<file path="src/rtl/alu_issue_ctrl_if.sv">
// Bus bundle between decode, the issue controller, the registered ALU and the writeback consumer.
// master = controller side, slave = environment side (decode, ALU, writeback consumer).
interface alu_issue_ctrl_if #(
    parameter int TAG_W = 5
) ();
    // Both handshakes (in_*, wb_*): a beat transfers on a rising CLOCK edge where valid&ready;
    // the producer holds its payload stable while valid&!ready; ready never depends on valid.
    logic              in_valid;
    logic              in_ready;
    logic [2:0]        in_opselect;
    logic [2:0]        in_operation;
    logic [31:0]       in_src1;
    logic [31:0]       in_src2;
    logic [TAG_W-1:0]  in_dest;

    logic              alu_enable;
    logic [2:0]        alu_opselect;
    logic [2:0]        alu_operation;
    logic [31:0]       alu_in1;
    logic [31:0]       alu_in2;
    logic [31:0]       alu_result;
    logic              alu_carry;

    logic              wb_valid;
    logic              wb_ready;
    logic [31:0]       wb_data;
    logic              wb_carry;
    logic [TAG_W-1:0]  wb_dest;
    logic              wb_err;

    modport master (
        input  in_valid, in_opselect, in_operation, in_src1, in_src2, in_dest,
        output in_ready,
        output alu_enable, alu_opselect, alu_operation, alu_in1, alu_in2,
        input  alu_result, alu_carry,
        output wb_valid, wb_data, wb_carry, wb_dest, wb_err,
        input  wb_ready
    );

    modport slave (
        output in_valid, in_opselect, in_operation, in_src1, in_src2, in_dest,
        input  in_ready,
        input  alu_enable, alu_opselect, alu_operation, alu_in1, alu_in2,
        output alu_result, alu_carry,
        input  wb_valid, wb_data, wb_carry, wb_dest, wb_err,
        output wb_ready
    );
endinterface

</file>
<file path="src/rtl/alu_issue_ctrl.sv">
// Issue sequencer for the 1-cycle registered ALU: op queue, enable windows, writeback register.
// Optional statistics counters are enabled with `define ALU_ISSUE_CTRL_STATS_EN.
module alu_issue_ctrl #(
    parameter int DEPTH = 2,
    parameter int TAG_W = 5
`ifdef ALU_ISSUE_CTRL_STATS_EN
    ,
    parameter int CNT_W = 16
`endif
) (
    input  logic                CLOCK,
    input  logic                RESET,
    alu_issue_ctrl_if.master    bus,
    output logic                busy,
    output logic [2:0]          state_dbg
`ifdef ALU_ISSUE_CTRL_STATS_EN
    ,
    output logic [CNT_W-1:0]    stat_issued,
    output logic [CNT_W-1:0]    stat_stall,
    output logic [CNT_W-1:0]    stat_illegal
`endif
);
    localparam int PTR_W = $clog2(DEPTH);

    typedef enum logic [2:0] {IDLE, ISSUE, ISSUE2, CAPT, HOLD} state_t;

    typedef struct packed {
        logic [2:0]       opsel;
        logic [2:0]       op;
        logic [31:0]      src1;
        logic [31:0]      src2;
        logic [TAG_W-1:0] dest;
    } entry_t;

    entry_t           mem [DEPTH];
    logic [PTR_W-1:0] wr_ptr, rd_ptr, nxt_ptr, issue_idx;
    logic [PTR_W:0]   count;
    logic             push, pop, load_alu, use_second, capture, wb_free, head_err;
    state_t           state, state_nxt;

    function automatic logic is_legal(input logic [2:0] sel);
        return (sel == 3'b001) || (sel == 3'b101);
    endfunction

    assign nxt_ptr      = rd_ptr + PTR_W'(1);
    assign bus.in_ready = (count != (PTR_W+1)'(DEPTH));
    assign push         = bus.in_valid & bus.in_ready;
    assign wb_free      = !bus.wb_valid | bus.wb_ready;
    assign head_err     = !is_legal(mem[rd_ptr].opsel);
    assign issue_idx    = use_second ? nxt_ptr : rd_ptr;
    assign busy         = (count != '0) | (state != IDLE) | bus.wb_valid;
    assign state_dbg    = state;

    // The head stays queued until its result is captured, so the capture path
    // can issue the entry behind it in the same cycle.
    always_comb begin
        state_nxt  = state;
        pop        = 1'b0;
        load_alu   = 1'b0;
        use_second = 1'b0;
        capture    = 1'b0;
        case (state)
            IDLE: begin
                if (count != '0) begin
                    if (!head_err) begin
                        state_nxt = ISSUE;
                        load_alu  = 1'b1;
                    end else begin
                        state_nxt = CAPT;
                    end
                end
            end
            ISSUE: begin
                if (mem[rd_ptr].opsel == 3'b001 && mem[rd_ptr].op == 3'b001)
                    state_nxt = ISSUE2;
                else
                    state_nxt = CAPT;
            end
            ISSUE2: state_nxt = CAPT;
            CAPT, HOLD: begin
                if (wb_free) begin
                    capture = 1'b1;
                    pop     = 1'b1;
                    if (count > (PTR_W+1)'(1) && is_legal(mem[nxt_ptr].opsel)) begin
                        state_nxt  = ISSUE;
                        load_alu   = 1'b1;
                        use_second = 1'b1;
                    end else begin
                        state_nxt = IDLE;
                    end
                end else begin
                    state_nxt = HOLD;
                end
            end
            default: state_nxt = IDLE;
        endcase
    end

    always_ff @(posedge CLOCK) begin
        if (push) mem[wr_ptr] <= '{bus.in_opselect, bus.in_operation,
                                   bus.in_src1, bus.in_src2, bus.in_dest};
    end

    always_ff @(posedge CLOCK or negedge RESET) begin
        if (!RESET) begin
            wr_ptr <= '0;
            rd_ptr <= '0;
            count  <= '0;
            state  <= IDLE;
        end else begin
            state <= state_nxt;
            if (push) wr_ptr <= wr_ptr + PTR_W'(1);
            if (pop)  rd_ptr <= nxt_ptr;
            case ({push, pop})
                2'b10:   count <= count + (PTR_W+1)'(1);
                2'b01:   count <= count - (PTR_W+1)'(1);
                default: count <= count;
            endcase
        end
    end

    // ALU drive: enable tracks the issue states; operands only change on a new issue.
    always_ff @(posedge CLOCK or negedge RESET) begin
        if (!RESET) begin
            bus.alu_enable    <= 1'b0;
            bus.alu_opselect  <= '0;
            bus.alu_operation <= '0;
            bus.alu_in1       <= '0;
            bus.alu_in2       <= '0;
        end else begin
            bus.alu_enable <= (state_nxt == ISSUE) || (state_nxt == ISSUE2);
            if (load_alu) begin
                bus.alu_opselect  <= mem[issue_idx].opsel;
                bus.alu_operation <= mem[issue_idx].op;
                bus.alu_in1       <= mem[issue_idx].src1;
                bus.alu_in2       <= mem[issue_idx].src2;
            end
        end
    end

    always_ff @(posedge CLOCK or negedge RESET) begin
        if (!RESET) begin
            bus.wb_valid <= 1'b0;
            bus.wb_data  <= '0;
            bus.wb_carry <= 1'b0;
            bus.wb_dest  <= '0;
            bus.wb_err   <= 1'b0;
        end else if (capture) begin
            bus.wb_valid <= 1'b1;
            bus.wb_data  <= head_err ? 32'd0 : bus.alu_result;
            bus.wb_carry <= head_err ? 1'b0 : bus.alu_carry;
            bus.wb_dest  <= mem[rd_ptr].dest;
            bus.wb_err   <= head_err;
        end else if (bus.wb_ready) begin
            bus.wb_valid <= 1'b0;
        end
    end

`ifdef ALU_ISSUE_CTRL_STATS_EN
    always_ff @(posedge CLOCK or negedge RESET) begin
        if (!RESET) begin
            stat_issued  <= '0;
            stat_stall   <= '0;
            stat_illegal <= '0;
        end else begin
            if (bus.wb_valid && bus.wb_ready && stat_issued != '1)
                stat_issued <= stat_issued + CNT_W'(1);
            if (state == HOLD && stat_stall != '1)
                stat_stall <= stat_stall + CNT_W'(1);
            if (capture && head_err && stat_illegal != '1)
                stat_illegal <= stat_illegal + CNT_W'(1);
        end
    end
`endif

endmodule
</file>
<file path="src/flat_wrapper.sv">
// flat-port wrapper written by rule: the top's interface ports become plain ports
module alu_issue_ctrl_flat 
#(
    parameter int DEPTH = 2,
    parameter int TAG_W = 5

)
  (CLOCK, RESET, busy, state_dbg, bus_in_valid, bus_in_opselect, bus_in_operation, bus_in_src1, bus_in_src2, bus_in_dest, bus_in_ready, bus_alu_enable, bus_alu_opselect, bus_alu_operation, bus_alu_in1, bus_alu_in2, bus_alu_result, bus_alu_carry, bus_wb_valid, bus_wb_data, bus_wb_carry, bus_wb_dest, bus_wb_err, bus_wb_ready);
  alu_issue_ctrl_if #(.TAG_W(TAG_W)) bus_i ();
  input  logic CLOCK;
  input  logic RESET;
  output logic busy;
  output logic [2:0] state_dbg;
  input wire logic [$bits(bus_i.in_valid)-1:0] bus_in_valid;
  input wire logic [$bits(bus_i.in_opselect)-1:0] bus_in_opselect;
  input wire logic [$bits(bus_i.in_operation)-1:0] bus_in_operation;
  input wire logic [$bits(bus_i.in_src1)-1:0] bus_in_src1;
  input wire logic [$bits(bus_i.in_src2)-1:0] bus_in_src2;
  input wire logic [$bits(bus_i.in_dest)-1:0] bus_in_dest;
  output wire logic [$bits(bus_i.in_ready)-1:0] bus_in_ready;
  output wire logic [$bits(bus_i.alu_enable)-1:0] bus_alu_enable;
  output wire logic [$bits(bus_i.alu_opselect)-1:0] bus_alu_opselect;
  output wire logic [$bits(bus_i.alu_operation)-1:0] bus_alu_operation;
  output wire logic [$bits(bus_i.alu_in1)-1:0] bus_alu_in1;
  output wire logic [$bits(bus_i.alu_in2)-1:0] bus_alu_in2;
  input wire logic [$bits(bus_i.alu_result)-1:0] bus_alu_result;
  input wire logic [$bits(bus_i.alu_carry)-1:0] bus_alu_carry;
  output wire logic [$bits(bus_i.wb_valid)-1:0] bus_wb_valid;
  output wire logic [$bits(bus_i.wb_data)-1:0] bus_wb_data;
  output wire logic [$bits(bus_i.wb_carry)-1:0] bus_wb_carry;
  output wire logic [$bits(bus_i.wb_dest)-1:0] bus_wb_dest;
  output wire logic [$bits(bus_i.wb_err)-1:0] bus_wb_err;
  input wire logic [$bits(bus_i.wb_ready)-1:0] bus_wb_ready;
  assign bus_i.in_valid = bus_in_valid;
  assign bus_i.in_opselect = bus_in_opselect;
  assign bus_i.in_operation = bus_in_operation;
  assign bus_i.in_src1 = bus_in_src1;
  assign bus_i.in_src2 = bus_in_src2;
  assign bus_i.in_dest = bus_in_dest;
  assign bus_in_ready = bus_i.in_ready;
  assign bus_alu_enable = bus_i.alu_enable;
  assign bus_alu_opselect = bus_i.alu_opselect;
  assign bus_alu_operation = bus_i.alu_operation;
  assign bus_alu_in1 = bus_i.alu_in1;
  assign bus_alu_in2 = bus_i.alu_in2;
  assign bus_i.alu_result = bus_alu_result;
  assign bus_i.alu_carry = bus_alu_carry;
  assign bus_wb_valid = bus_i.wb_valid;
  assign bus_wb_data = bus_i.wb_data;
  assign bus_wb_carry = bus_i.wb_carry;
  assign bus_wb_dest = bus_i.wb_dest;
  assign bus_wb_err = bus_i.wb_err;
  assign bus_i.wb_ready = bus_wb_ready;
  alu_issue_ctrl #(.DEPTH(DEPTH), .TAG_W(TAG_W)) u_core (.CLOCK(CLOCK), .RESET(RESET), .bus(bus_i), .busy(busy), .state_dbg(state_dbg));
endmodule
</file>
<file path="config.mk">
export PLATFORM = sky130hd
export DESIGN_NAME = alu_issue_ctrl_flat
export DESIGN_NICKNAME = d
export VERILOG_FILES = /design/src/rtl/alu_issue_ctrl_if.sv /design/src/rtl/alu_issue_ctrl.sv /design/src/flat_wrapper.sv
export SDC_FILE = /design/constraint.sdc
export NUM_CORES = 1
export LEC_CHECK = 0
export CAP_MARGIN = 20
export CORE_ASPECT_RATIO = 0.6
export CORE_UTILIZATION = 57
export CTS_CLUSTER_SIZE = 24
export DETAILED_ROUTE_END_ITERATION = 8
export PLACE_DENSITY = 0.91
export SLEW_MARGIN = 20
export SYNTH_ARGS = -nofsm -noshare
export SYNTH_HDL_FRONTEND = slang
export SYNTH_SLANG_ARGS = --single-unit
</file>
<file path="constraint.sdc">
create_clock -name CLOCK -period 10 [get_ports CLOCK]
set_input_delay 1.5 -clock CLOCK [delete_from_list [all_inputs] [get_ports CLOCK]]
set_output_delay 1.5 -clock CLOCK [all_outputs]
set_load 0.02 [all_outputs]
</file>
==> results of run 1 <==
-- worst reg2reg max path: stages, from the launching register on --
cell	delay [ns]
sky130_fd_sc_hd__dfrtp_4	1.12
sky130_fd_sc_hd__nand3b_1	0.40
sky130_fd_sc_hd__a211oi_4	0.38
sky130_fd_sc_hd__nand2_4	0.50
sky130_fd_sc_hd__a31oi_4	0.51
sky130_fd_sc_hd__buf_6	0.63
sky130_fd_sc_hd__mux2i_1	0.42
-- metal layers --
layer,track usage (%),vias to the layer above
met1,37.87,4449
met5,0,-
li1,-,4150
met2,43.36,442
met3,3.755,48
met4,7.937,0
-- flip-flops by register name, summed over array words and instances, names as in the netlist --
name,cells
u_core.bus.alu_enable,1
u_core.bus.alu_in1,32
u_core.bus.alu_in2,32
u_core.bus.alu_operation,3
u_core.bus.alu_opselect,3
u_core.bus.wb_carry,1
u_core.bus.wb_data,32
u_core.bus.wb_dest,5
u_core.bus.wb_err,1
u_core.bus.wb_valid,1
u_core.count,2
u_core.mem,150
u_core.rd_ptr,1
u_core.state_dbg,3
u_core.wr_ptr,1
-- cells in the mapped netlist, types with 2 or more instances --
master / n
sky130_fd_sc_hd__a211oi_1: 68
sky130_fd_sc_hd__edfxtp_1: 150
sky130_fd_sc_hd__o21ai_0: 2
sky130_fd_sc_hd__o21ai_1: 6
sky130_fd_sc_hd__mux2i_1: 74
sky130_fd_sc_hd__xnor2_1: 4
sky130_fd_sc_hd__buf_2: 18
sky130_fd_sc_hd__nand2_1: 143
sky130_fd_sc_hd__nor2_1: 8
sky130_fd_sc_hd__a21oi_1: 68
sky130_fd_sc_hd__nand2b_1: 137
sky130_fd_sc_hd__ha_1: 4
sky130_fd_sc_hd__buf_1: 6
sky130_fd_sc_hd__and3b_1: 2
sky130_fd_sc_hd__inv_2: 2
sky130_fd_sc_hd__a311oi_1: 68
sky130_fd_sc_hd__nor4b_1: 2
sky130_fd_sc_hd__nand3_1: 35
sky130_fd_sc_hd__nor3b_1: 2
sky130_fd_sc_hd__inv_1: 71
sky130_fd_sc_hd__buf_6: 8
sky130_fd_sc_hd__dfrtp_1: 118
sky130_fd_sc_hd__buf_4: 5
sky130_fd_sc_hd__clkbuf_1: 50
-- final cells by class --
| class | count | area [um2] | area share (%) |
|---|---|---|---|
| clock buffers | 35 | 734.5 | 4.762 |
| clock inverters | 11 | 111.4 | 0.7221 |
| inverters | 73 | 276.5 | 1.793 |
| multi-input cells | 638 | 4134 | 26.81 |
| flip-flops and latches | 268 | 7461 | 48.38 |
| well taps | 279 | 349.1 | 2.264 |
| repair buffers | 237 | 2356 | 15.28 |
-- power breakdown --
| group | leakage (nW) | switching [mW] | internal (mW) |
|---|---|---|---|
| Combinational | 2.69 | 1.33 | 0.974 |
| Sequential | 2.85 | 0.289 | 1.59 |
| Clock | 0.421 | 0.413 | 0.565 |
-- cells in the final DEF, fill, tap and decap left out, types with 4 or more instances in the layout --
cell                              count
sky130_fd_sc_hd__clkbuf_8             5
sky130_fd_sc_hd__nor2_1               7
sky130_fd_sc_hd__o21ai_1              6
sky130_fd_sc_hd__inv_1               71
sky130_fd_sc_hd__clkbuf_1             4
sky130_fd_sc_hd__a21oi_1             68
sky130_fd_sc_hd__edfxtp_1           150
sky130_fd_sc_hd__nand2_1            143
sky130_fd_sc_hd__a311oi_1            68
sky130_fd_sc_hd__nand2b_1           137
sky130_fd_sc_hd__buf_4                8
sky130_fd_sc_hd__xnor2_1              4
sky130_fd_sc_hd__ha_1                 4
sky130_fd_sc_hd__dfrtp_1            117
sky130_fd_sc_hd__mux2i_1             74
sky130_fd_sc_hd__nand3_1             35
sky130_fd_sc_hd__a211oi_1            68
sky130_fd_sc_hd__clkbuf_16           26
sky130_fd_sc_hd__clkinv_2             7
sky130_fd_sc_hd__clkdlybuf4s50_1    226
-- worst max-delay path by stage --
| stage | end | slack [ns] | depth (start not counted) |
|---|---|---|---|
| final | u_core.bus.alu_in1[1] | 5.69 | 8 |
| after global routing | u_core.bus.alu_in1[31] | 5.54 | 8 |
| after CTS | u_core.bus.alu_in1[31] | 5.46 | 8 |
| after detailed placement | u_core.bus.alu_in1[0] | 4.92 | 8 |
| after global placement | u_core.bus.alu_in2[25] | 5.02 | 8 |
| after floorplan | u_core.mem[0][0] | 4.76 | 2 |
-- kinds of logic after synthesis --
kind of cell               count (synthesis)
xor gates and xnor gates                   5
and+or+nand+nor                          336
AOI/OAI and AO/OA                        219
muxes                                     74
adders and majority gates                  4
buffers and inverters                    160
DFF                                      268
==> results.cfg, run 1 <==
[status]
status = complete, no violations

[clock_network]
cts_htree_levels = 1
clock_tree.buffer_depth = 3
cts_setup_buffers = 0
cts_buffers = 25
cts_repair_resize_count = 0
cts_root_buffer = sky130_fd_sc_hd__clkbuf_16
clk-insertion-delay-late_ns = 0.53
cts_tree = built
holdBufCountCts = 0
clkSlewWorstSetupHoldPaths_ns = 0.06
cts_sinks = 268

[setup_path]
worst_reg_to_reg_setup_slack_ns = 5.96
required_time_at_the_endpoint_of_the_critical_path_ns = 10.44
r2r_cells = 6
crit_path_max_fanout = 70
worstPathCellList = clkdlybuf4s50_1 -> nand2b_1 -> o21ai_4 -> inv_4 -> nand2_4 -> a31oi_4 -> buf_6 -> mux2i_1
critical-path-top-delay-family = buffers and inverters
worstSetupEndpointType = flop
r2r-end = u_core.bus.alu_in1[1]
crit_start = bus_wb_ready
worst_path_max_delay_cell = sky130_fd_sc_hd__buf_6
crit_buf_inv = 3
rr_startpoint = u_core.rd_ptr
worst_setup_path_start_kind = primary input
worst_setup_path_type = primary input to flop
max_stage_delay_ns = 0.63
critPathArrivalTime_ns = 4.75

[final_layout]
final_net_count = 1359
finished_layout_cells = 1541
fill_cells = 1364
final_core_util_pct = 73.33
drive_gt1_share_pct = 5.230
post-route-cell-area_mm2 = 0.01542
synthToLayoutAreaGrowth_pct = 25.88
ant_diodes = 0

[yosys]
yosysWarnings = 0
synth_mux_area_share_pct = 6.046
synth_top_family_by_area = simple AND/OR/NAND/NOR gates
synthArstFlopShare_pct = 44.03
synth.yosys.seq_area_share_pct = 60.87
synthDistinctLibCells = 39
cell_type_contributing_the_most_total_cell_area_after_synthesis = sky130_fd_sc_hd__edfxtp_1
top_cells_by_area_synth = sky130_fd_sc_hd__edfxtp_1, sky130_fd_sc_hd__dfrtp_1, sky130_fd_sc_hd__nand2b_1
yosys.area_share.xor_xnor_pct = 0.3574
synth_simple_gate_area_share_pct = 13.87
mappedNetlistNets = 1182
synth-edff-count = 150
postSynthRegisterBits = 268
post_synth_instance_area_mm2 = 0.01225
post_synth_fa_ha_maj_area_fraction_pct = 0.4085
synthCells = 1066
yosysTopAreaCellShare_pct = 36.76
yosys_most_used_dff = sky130_fd_sc_hd__edfxtp_1
synth_area_in_compound_gates_pct = 12.72
avgSynthCellArea_um2 = 11.49

[place]
hpwl_um = 17840
place_congestion = 0.7379
dpl_cell_area_mm2 = 0.01457
place.detailed.instances = 1495
pre_cts_ws_ns = 4.919
port-buffer-count = 227

[global_route]
grt_first_pass_wirelength_um = 45570
number_of_antenna_violations_at_the_first_check_in_global_routing = 0
vias_in_the_first_global_route = 8800
grt_remaining_overflow = 0
pin_count_of_the_biggest_net_entering_global_routing = 153
grt_use_total_pct = 26.67

[sta]
max_freq_mhz = 232.1
slew-limit-headroom_pct = 25.16
period_share_pct = 43.09
tns_ns = 0
final.setup_skew_ns = 0.01088
final.hold.worst_slack_ns = 0.4650
setup_slack_ns = 5.691
final_min_period_ns = 4.309
rsz0062_at_grt = no
drv_slew = 0
timing_worst_slew_pin_value_ns = 1.123
timing_hold_violations_final = 0
final-setup-viol-count = 0

[drt]
wl_met1_um = 12790
top_layer_used = met4
met3_length_um = 2547
post_drt_wl_per_cell_um = 19.40
drcViolationCount = 0
postRouteWirelength_um = 29890
drtPass1Iterations = 5
viasPerCell = 5.898
detailroute.via_count = 9089
postRouteAntennaNets = 0
met2_length_um = 14000
drtIter0Drc = 800

[floorplanning]
ios = 228
fp-row-count = 41
core_area_mm2 = 0.02103
fp.dieH_um = 115.6
die_width_um = 191.3
effective_utilization_at_floorplan_pct = 58.25
design.die.area_mm2 = 0.02210

[min_path]
holdPathStages = 2
whs_endpoint = u_core.bus.wb_data[27]
class_of_the_worst_hold_path = flop to flop
timing.hold.worst.start = u_core.bus.wb_data[27]

[job]
cap_viol_max_count = 0

[power]
cellLeakagePower_nw = 5.970
irDropWorstVdd_mv = 0.2340
power_density_mw_per_mm2 = 334.7
fin_total_pwr_mw = 5.162
No activity file was read; power rests on OpenSTA's default activity.
==> inputs of run 2 (changes only) <==
--- a/config.mk
+++ b/config.mk
@@ -7,10 +7,10 @@
 export LEC_CHECK = 0
 export CAP_MARGIN = 20
 export CORE_ASPECT_RATIO = 0.6
-export CORE_UTILIZATION = 57
+export CORE_UTILIZATION = 48
 export CTS_CLUSTER_SIZE = 24
 export DETAILED_ROUTE_END_ITERATION = 8
-export PLACE_DENSITY = 0.91
+export PLACE_DENSITY = 0.82
 export SLEW_MARGIN = 20
 export SYNTH_ARGS = -nofsm -noshare
 export SYNTH_HDL_FRONTEND = slang
==> constraint.sdc (replaced) <==
create_clock -name CLOCK -period 3.9 [get_ports CLOCK]
set_input_delay 0.585 -clock CLOCK [delete_from_list [all_inputs] [get_ports CLOCK]]
set_output_delay 0.585 -clock CLOCK [all_outputs]
set_load 0.02 [all_outputs]
==> run 2 against run 1 <==
- first-iteration DRC count shrank 24%
- cell area grew 0.77%
- via count shrank 2.3%
- sequential power grew to 2.5 times the previous value
- count of clock-buffer cells in the layout shrank 6
- worst hold slack lost 0.25 ns
- sequential cell count is the same
- register-to-register slack lost 5.1 ns
- clock skew grew 0.0044 ns
- total power grew to 2.6 times the previous value
- die area grew 18%
==> results.cfg, run 2 (synthesized netlist as in run 1, its figures left out) <==
[setup_path]
critPathArrivalTime_ns = 3.43
crit_path_max_fanout = 102
worstSetupEndpointType = flop
worst_setup_path_type = flop to flop
required_time_at_the_endpoint_of_the_critical_path_ns = 4.29
worst_setup_path_start_kind = flop

[global_route]
number_of_antenna_violations_at_the_first_check_in_global_routing = 1
grt_use_total_pct = 22.18
vias_in_the_first_global_route = 8783
grt_first_pass_wirelength_um = 46440
pin_count_of_the_biggest_net_entering_global_routing = 137
grt_remaining_overflow = 0

[power]
irDropWorstVdd_mv = 0.6021
power_frac_seq_pct = 35.6
p_sw_mw = 5.176
swShare_pct = 39.13
cellLeakagePower_nw = 5.999
combPwrFrac_pct = 45.6
power_frac_clock_pct = 18.8
power_density_mw_per_mm2 = 851.2
p_int_mw = 8.052

[sta]
period_share_pct = 77.98
rsz0062_at_grt = no
final.setup_skew_ns = 0.01525
slew-limit-headroom_pct = 29.88
timing_worst_slew_pin_value_ns = 1.052
final_min_period_ns = 3.041
drv_slew = 0
tns_ns = 0
final-setup-viol-count = 0
timing_hold_violations_final = 0
max_freq_mhz = 328.8

[final_layout]
layout_common_cells = sky130_fd_sc_hd__clkdlybuf4s50_1, sky130_fd_sc_hd__edfxtp_1, sky130_fd_sc_hd__nand2_1
synthToLayoutAreaGrowth_pct = 26.85
final_common_cell = sky130_fd_sc_hd__clkdlybuf4s50_1
drive_gt1_share_pct = 5.604
top_register = u_core.mem
final_net_count = 1364
final_core_util_pct = 63.15
largest_register_ff_count = 150

[floorplanning]
fp-row-count = 44
fp.dieH_um = 125.8
core_area_mm2 = 0.02461
ios = 228
die_width_um = 208.3
effective_utilization_at_floorplan_pct = 49.79
design.die.area_mm2 = 0.02619

[drt]
viasPerCell = 5.585
drtPass1Iterations = 7
postRouteAntennaNets = 0
detailroute.via_count = 8880
drcViolationCount = 0
postRouteWirelength_um = 29510
drtIter0Drc = 606
post_drt_wl_per_cell_um = 18.56

[clock_network]
cts_setup_buffers = 0
clkSlewWorstSetupHoldPaths_ns = 0.07
cts_htree_levels = 1
holdBufCountCts = 0
cts_sinks = 268
clock_tree.buffer_depth = 3
cts_buffers = 25
cts_root_buffer = sky130_fd_sc_hd__clkbuf_16
cts_tree = built
cts_repair_resize_count = 0
clk-insertion-delay-late_ns = 0.52

[job]
cap_viol_max_count = 0

[status]
status = complete, no violations

[place]
hpwl_um = 18340
place_congestion = 0.7631
port-buffer-count = 227

[min_path]
class_of_the_worst_hold_path = primary input to async pin
-- run 2: changes by cell type in the layout (fill, tap and decap cells not counted), sizes merged --
cell | before | now
buf | 11 | 16
clkbuf | 35 | 29
clkinv | 7 | 12
diode | 0 | 1
bufinv | 2 | 3
-- run 2: layer usage --
| layer | wire [um] | vias up | part of all wire, % | global-route usage, % |
|---|---|---|---|---|
| met2 | 13690 | 332 | 46 | 36.02 |
| li1 | - | 4162 | - | - |
| met3 | 2166 | 37 | 7.3 | 4.439 |
| met4 | 388 | 0 | 1.3 | 4.837 |
| met1 | 13260 | 4349 | 45 | 31.00 |
| met5 | 0 | - | 0 | 0 |
-- run 2: critical path, cell delays in order (launching register included) --
cell and delay (ns):
sky130_fd_sc_hd__dfrtp_4 0.69, sky130_fd_sc_hd__buf_4 0.72, sky130_fd_sc_hd__nor3b_1 0.17, sky130_fd_sc_hd__o31a_1 0.29, sky130_fd_sc_hd__a211oi_2 0.38, sky130_fd_sc_hd__a31oi_4 0.08
sky130_fd_sc_hd__buf_12 0.29, sky130_fd_sc_hd__or2_1 0.27
-- run 2: final cells by class --
class,count,area (um2)
clock buffers,29,660.6
diodes,1,2.502
inverters,73,276.5
flip-flops and latches,268,7461
fillers,1872,9067
multi-input cells,638,4134
well taps,322,402.9
clock inverters,17,167.7
repair buffers,242,2436
-- run 2: through the flow --
stage | std cells | hold slack [ns] | power (mW) | cell area, um2 | setup slack, ns
final | 1590 | 0.2172 | 13.23 | 15540 | 0.8588
after global routing | 1589 | 0.2733 | 13.99 | 15540 | 0.6301
after CTS | 1589 | 0.2467 | 13.31 | 15540 | 0.8260
after detailed placement | 1543 | 0.4542 | 10.80 | 14710 | 0.8591
after global placement | 1543 | 0.4477 | 10.58 | 14710 | 0.9666
after floorplan | 1066 | 0.2894 | 8.561 | 12250 | 0.5931
-- run 2: power by group through the flow --
stage	sequential (mW)	clock [mW]	combinational, mW
floorplan	5.32	0	3.24
global placement	4.71	0	5.87
detailed placement	4.74	0	6.06
CTS	4.71	2.53	6.08
global route	4.83	2.64	6.52
finish	4.71	2.48	6.04
-- run 2: path summary, 6_finish.rpt --
kind                                        startpoint                          to  slack [ns]  cells after the start
worst max-delay path                     u_core.rd_ptr  u_core.bus.alu_opselect[0]        0.86                      7
worst min-delay path                             RESET      u_core.bus.alu_in1[27]        0.22                      1
min in group CLOCK              u_core.bus.wb_data[23]      u_core.bus.wb_data[23]        0.47                      2
worst min register to register  u_core.bus.wb_data[23]      u_core.bus.wb_data[23]        0.47                      2
max in group asynchronous                        RESET       u_core.bus.alu_in1[0]        2.87                      2
worst max register to register           u_core.rd_ptr  u_core.bus.alu_opselect[0]        0.86                      7
